<file path="config.mk">
export PLATFORM = sky130hd
export DESIGN_NAME = commit_stage
export DESIGN_NICKNAME = d
export VERILOG_FILES = /design/src/rtl/commit_stage.sv
export SDC_FILE = /design/constraint.sdc
export NUM_CORES = 1
export LEC_CHECK = 0
export CORE_AREA = 2 2 116 118
export CTS_CLUSTER_DIAMETER = 80
export CTS_CLUSTER_SIZE = 12
export DETAILED_ROUTE_END_ITERATION = 6
export DIE_AREA = 0 0 118 120
export GPL_ROUTABILITY_DRIVEN = 0
export PLACE_DENSITY_LB_ADDON = 0.1
export SLEW_MARGIN = 20
export SYNTH_ARGS = -nofsm -noshare
export SYNTH_HDL_FRONTEND = slang
export SYNTH_SLANG_ARGS = --single-unit
</file>
<file path="constraint.sdc">
create_clock -name clk -period 2.34 [get_ports clk]
set_input_delay 0.234 -clock clk [delete_from_list [all_inputs] [get_ports clk]]
set_output_delay 0.234 -clock clk [all_outputs]
set_load 0.05 [all_outputs]
</file>
<file path="src/rtl/commit_stage.sv">
// Write-back stage: registers the two-lane commit bundle and drives the RF write ports once per pair.
// Latency: 1 cycle from capture edge to rf_*/fwd_*; retire_cnt is updated one edge later.
// Backpressure: stall holds the pair (in_ready low), with writes suppressed after its first cycle; flush wins over stall.
module commit_stage #(
    parameter int DATA_W = 32,
    parameter int ADDR_W = 5,
    parameter int CNT_W  = 32
) (
    input  logic                               clk,
    input  logic                               rst_n,
    input  logic [1:0][DATA_W+ADDR_W:0]        cmt_require,
    input  logic [1:0]                         in_valid,
    input  logic                               stall,
    input  logic                               flush,
    output logic                               in_ready,
    output logic [1:0]                         rf_we,
    output logic [1:0][ADDR_W-1:0]             rf_waddr,
    output logic [1:0][DATA_W-1:0]             rf_wdata,
    output logic [1:0]                         fwd_valid,
    output logic [1:0][ADDR_W-1:0]             fwd_addr,
    output logic [1:0][DATA_W-1:0]             fwd_data,
    output logic [CNT_W-1:0]                   retire_cnt
);

    logic [1:0]              v;
    logic [1:0]              need;
    logic [1:0][ADDR_W-1:0]  addr;
    logic [1:0][DATA_W-1:0]  res;
    logic                    done;
    logic [1:0]              we_raw;

    // Each lane is packed as {result, write_reg_need, write_reg_addr}.
    always_ff @(posedge clk or negedge rst_n) begin
        if (!rst_n) begin
            v    <= '0;
            need <= '0;
            addr <= '0;
            res  <= '0;
            done <= 1'b0;
        end else if (flush) begin
            v    <= '0;
            done <= 1'b0;
        end else if (!stall) begin
            for (int i = 0; i < 2; i++) begin
                res[i]  <= cmt_require[i][DATA_W+ADDR_W:ADDR_W+1];
                need[i] <= cmt_require[i][ADDR_W];
                addr[i] <= cmt_require[i][ADDR_W-1:0];
            end
            v    <= in_valid;
            done <= 1'b0;
        end else if (|v) begin
            // Held pair has had its one write/retire opportunity.
            done <= 1'b1;
        end
    end

    always_ff @(posedge clk or negedge rst_n) begin
        if (!rst_n) begin
            retire_cnt <= '0;
        end else if (!done) begin
            retire_cnt <= retire_cnt + CNT_W'(v[0]) + CNT_W'(v[1]);
        end
    end

    always_comb begin
        fwd_valid = '0;
        we_raw    = '0;
        rf_we     = '0;
        for (int i = 0; i < 2; i++) begin
            fwd_valid[i] = v[i] & need[i] & (addr[i] != '0);
            we_raw[i]    = fwd_valid[i] & ~done;
        end
        // Same-cycle WAW: the younger lane 1 owns the register.
        rf_we[1] = we_raw[1];
        rf_we[0] = we_raw[0] & ~(we_raw[1] & (addr[0] == addr[1]));
    end

    assign in_ready = ~stall;
    assign rf_waddr = addr;
    assign rf_wdata = res;
    assign fwd_addr = addr;
    assign fwd_data = res;

endmodule

</file>
Word level (Yosys, flattened, before mapping)
Cells that the tools add are included.
{"block": "classes", "n_addsub": 2, "eq_ne": 3, "n_mux": 5, "bitwise_logic": 12, "n_reduce_logical": 4}
{"operator": "adder 32 x 1 -> 32 bit", "n": 2}
{"operator": "nonzero test 5 bit", "n": 2}
{"operator": "bitwise AND 1 bit", "n": 8}
{"operator": "== test 5 bit", "n": 1}
{"operator": "2-to-1 mux 2 bit", "n": 2}
{"operator": "NOT 1 bit", "n": 4}
{"operator": "2-to-1 mux 1 bit", "n": 3}
{"operator": "!= test 3 x 1 -> 1 bit (second input constant)", "n": 1}
{"operator": "!= test 2 x 1 -> 1 bit (second input constant)", "n": 1}
{"operator": "AND reduction 2 bit", "n": 1}
{"operator": "OR reduction 2 bit", "n": 1}
{"block": "word_totals", "regBits": 111, "elab_cells": 34}

Depth between registers and ports, before layout
{"block": "depth", "ltp_word": 6, "mapped_depth": 8}

Least setup slack after synthesis
OpenSTA, ideal clock, no wires.
{"block": "synth_path", "path_type": "register to register", "startpoint": "register retire_cnt[0]", "endpoint": "register retire_cnt[29]", "setup_time_ns": 0.141, "arrival_ns": 2.295, "path_slack_ns": -0.096, "stages_incl_launch_ff": 7, "n_path_buf": 0, "synth_period_minus_slack_ns": 2.436, "path_cell_list": "dfrtp_1 -> inv_1 -> fa_1 -> nand4bb_1 -> nor4_1 -> nand4_1 -> xnor2_1"}
{"block": "synth_via", "elab_chain_len": 2}
{"element": "start, declared", "line_no": "22", "source": "output logic [CNT_W-1:0] retire_cnt"}
{"element": "start signal, assigned", "line_no": "61", "source": "retire_cnt <= retire_cnt + CNT_W'(v[0]) + CNT_W'(v[1]);"}
{"element": "adder 32 x 1 -> 32 bit (2 in series)", "line_no": "61"}
No other way between the ends.
A chain may end at the register's enable or synchronous reset.

Worst setup path after layout
{"block": "layout_path", "startpoint": "register addr, in the netlist fwd_addr[5]", "endpoint": "output port rf_we[0]"}
{"block": "layout_via", "elab_chain_len": 6, "elab_cells_between_ends": 7}
{"element": "start, declared", "line_no": "27", "source": "logic [1:0][ADDR_W-1:0] addr;"}
{"element": "start signal, assigned by index", "line_no": "47", "source": "addr[i] <= cmt_require[i][ADDR_W-1:0];"}
{"element": "nonzero test 5 bit", "line_no": "70", "source": "fwd_valid[i] = v[i] & need[i] & (addr[i] != '0);"}
{"element": "bitwise AND 1 bit", "line_no": "70"}
{"element": "bitwise AND 1 bit", "line_no": "71", "source": "we_raw[i] = fwd_valid[i] & ~done;"}
{"element": "bitwise AND 1 bit *", "line_no": "75", "source": "rf_we[0] = we_raw[0] & ~(we_raw[1] & (addr[0] == addr[1]));"}
{"element": "NOT 1 bit *", "line_no": "75"}
{"element": "bitwise AND 1 bit *", "line_no": "75"}
{"element": "end, declared", "line_no": "16", "source": "output logic [1:0] rf_we,"}
Mark *: on every way between the ends. The rest lies on a longest branch, timed or not.

==> summary.md <==
| Metric | Value |
|---|---|
| Yosys cell types | `34` |
| Worst hold path class | `in2async` |
| Inserted Diodes | `0` |
| CTS sink count | `111` |
| Top post-synthesis cells by area | `dfrtp_1 (55%), mux2_2 (17%), buf_4 (11%)` |
| Largest net degree at the start of global routing | `58` |
| Tot GR Track Use | `0.183` |
| Vias in the first global route | `3,788` |
| # rows | `42` |
| Critical path cell sequence | `or3_1 > o311a_1 > nand4_1 > and3b_1 > buf_12` |
| TritonCTS Buffers | `9` |
| Peak supply drop | `0.513 mV` |
| DRC | `0` |
| Skew-Pair Late Insertion Delay | `350 ps` |
| TNS Setup | `0 ps` |
| Core footprint | `0.0130 sq mm` |
| Via count | `3,658` |
| CTS H-tree lvls | `3` |
| 1st-pass router iterations | `4` |
| Wire per inst | `16.5 um` |
| Number of buffers added on ports | `266` |
| Max FO, Critical Path | `5` |
| Post-Syn Area | `0.00506 sq mm` |
| Share of the core filled with cells | `0.600` |
| Starting Density | `0.390` |
| Final setup viols | `0` |
| Commonest non-fill, non-tap cell in the layout | `clkdlybuf4s50_1` |
| Number of max-cap violations | `0` |
| Fin worst setup slack | `154 ps` |
| Most frequent cells in the layout | `clkdlybuf4s50_1 (260), dfrtp_1 (110), mux2_2 (77)` |
| Antenna Nets Post-Route | `0` |
| Final Critical Period | `2190 ps` |
| Share of cells above drive strength 1 | `0.189` |
| Worst path required time | `2110 ps` |
| I/O Pins | `267` |
| Max_slew headroom | `0.573` |
| Number of max-slew violations in the final report | `0` |
| Worst Setup End Kind | `output pin` |
| Synth top area share | `0.549` |
| Yosys warnings | `0` |
| Final instance area | `0.00779 sq mm` |
| Antenna violations before repair | `0` |
| Die area | `0.0142 sq mm` |
| Critical path class | `reg2out` |
| Syn nets | `476` |
| DPL Wire Length | `10,100 um` |
| Unrepaired setup endpoints after global routing | `no` |
| GRT overflow | `0` |
| Fin nets | `681` |
| Post-synthesis sequential area ratio | `0.549` |
| Static Leakage | `3.20 nW` |
| Root Buffer | `clkbuf_16` |
| Area grow syn2layout | `53.8%` |
| Slew @ Worst Pin | `634 ps` |
| Slowest cell delay on critical path | `420 ps` |
| Filler instances | `1,103` |
| Fin crit share | `0.934` |
| Pwr dens | `901 mW/mm^2` |
| Type of origin of the critical path | `flop` |
| Final hold violations | `0` |
| Die H | `120 um` |
| Arrival time worst endpoint | `1950 ps` |
| Vias per cell | `4.70` |
| DP Area | `0.00748 sq mm` |
| CTS tree | `yes` |
| Max clock buf depth | `2` |
| Crit path max-delay cell type | `dfrtp_1` |
| Skew final | `3.82 ps` |
| Die width | `118 um` |
| Top cell type by total area after synthesis | `dfrtp_1` |
| First-pass GRT wire length | `20,400 um` |
| DRT iter0 DRCs | `136` |
| Cell count after synthesis | `392` |
| Register bit total from synthesis | `111` |
| Pre-CTS setup slack | `230 ps` |
| Power consumption | `7.01 mW` |
| Run status | `completed` |
| Syn_area_per_cell | `12.9 sq um` |
| Max Clk Rate | `458 MHz` |
| Clock Pin Slew Worst Setup and Hold Paths | `70 ps` |
| DRT Wirelength | `12,900 um` |
[state kept, by name, indices dropped and copies added, names as in the netlist]
register / cells
fwd_data: 64
retire_cnt: 32
fwd_addr: 10
need: 2
v: 2
done: 1
[power by group]
part | internal, mW | leakage [nW] | switching, mW
clock | 0.858 | 0.138 | 0.678
combinational | 1.09 | 1.69 | 1.98
sequential | 2.17 | 1.37 | 0.237
[routing by layer]
metal,track usage,share of wire
met4,0.0761,0.019
met3,0.0566,0.076
met2,0.319,0.51
met5,0,0
met1,0.209,0.40
[timing repair]
action	4_1_cts	5_1_grt
setup buffers	0	0
setup endpoints to repair	2	0
hold endpoints to repair	35	0
gates resized for setup	2	0
hold buffers	1	0
[cells by family after synthesis]
| group | share of synthesized area |
|---|---|
| multiplexers | 0.175 |
| flip-flops | 0.549 |
| XOR/XNOR | 0.0605 |
| AND/OR/NAND/NOR | 0.0796 |
| AO/OA/AOI/OAI | 0.00494 |
| adder cells (fa/ha/maj) | 0.00642 |
| buffers and inverters | 0.125 |
[cells in the mapped netlist]
master and count:
nand4b_1 1, nor4_1 11, buf_4 74, nor4bb_1 1, buf_1 1, dfrtp_1 111, inv_1 10, or2_2 1
or4_1 1, nand4bb_1 1, or3_1 2, and4b_1 1, and4_1 2, buf_2 1, nor4_2 1, o311a_1 2
mux2i_1 2, xnor2_1 21, clkbuf_1 8, nor2b_1 1, nand2_1 9, nor2_1 7, nand2b_1 2, nand3_1 9
mux2_2 77, nand4_2 1, and3_1 1, nor3_1 6, ha_1 1, fa_1 1, o21ai_0 1, nand4_1 9
xor2_1 14, and3b_1 1
[worst max-delay path, delay by kind of cell (launching register included)]
kind                   cells  cell delay, ps
AND/OR/NAND/NOR            3             690
flip-flops                 1             420
AO/OA/AOI/OAI              1             340
buffers and inverters      1             150
[final cells by class]
cell class,count,area [sq um],area share
clock inverters,5,57.6,0.00739
clock buffers,11,243,0.0312
repair buffers,278,2780,0.357
multi-input cells,187,1670,0.214
well taps,176,220,0.0283
flip-flops and latches,111,2780,0.357
inverters,10,37.5,0.00482
[final timing paths]
path / start / end / slack, ps / depth (start not counted)
setup / recovery: fwd_addr[5] / rf_we[0] / 150 / 5
hold / removal: rst_n / fwd_data[21] / 380 / 2
setup reg to reg: retire_cnt[8] / retire_cnt[24] / 220 / 4
hold reg to reg: retire_cnt[31] / retire_cnt[31] / 470 / 1
max in group asynchronous: rst_n / fwd_data[33] / 1280 / 3
min in group clk: retire_cnt[31] / retire_cnt[31] / 470 / 1
[per-stage QoR]
stage                     cells  hold WS [ps]
after global placement      761           232
final                       778           385
after detailed placement    761           231
after CTS                   778           397
after global routing        778           436
after floorplan             392         -61.6
Power figures use the tool's default switching activity.
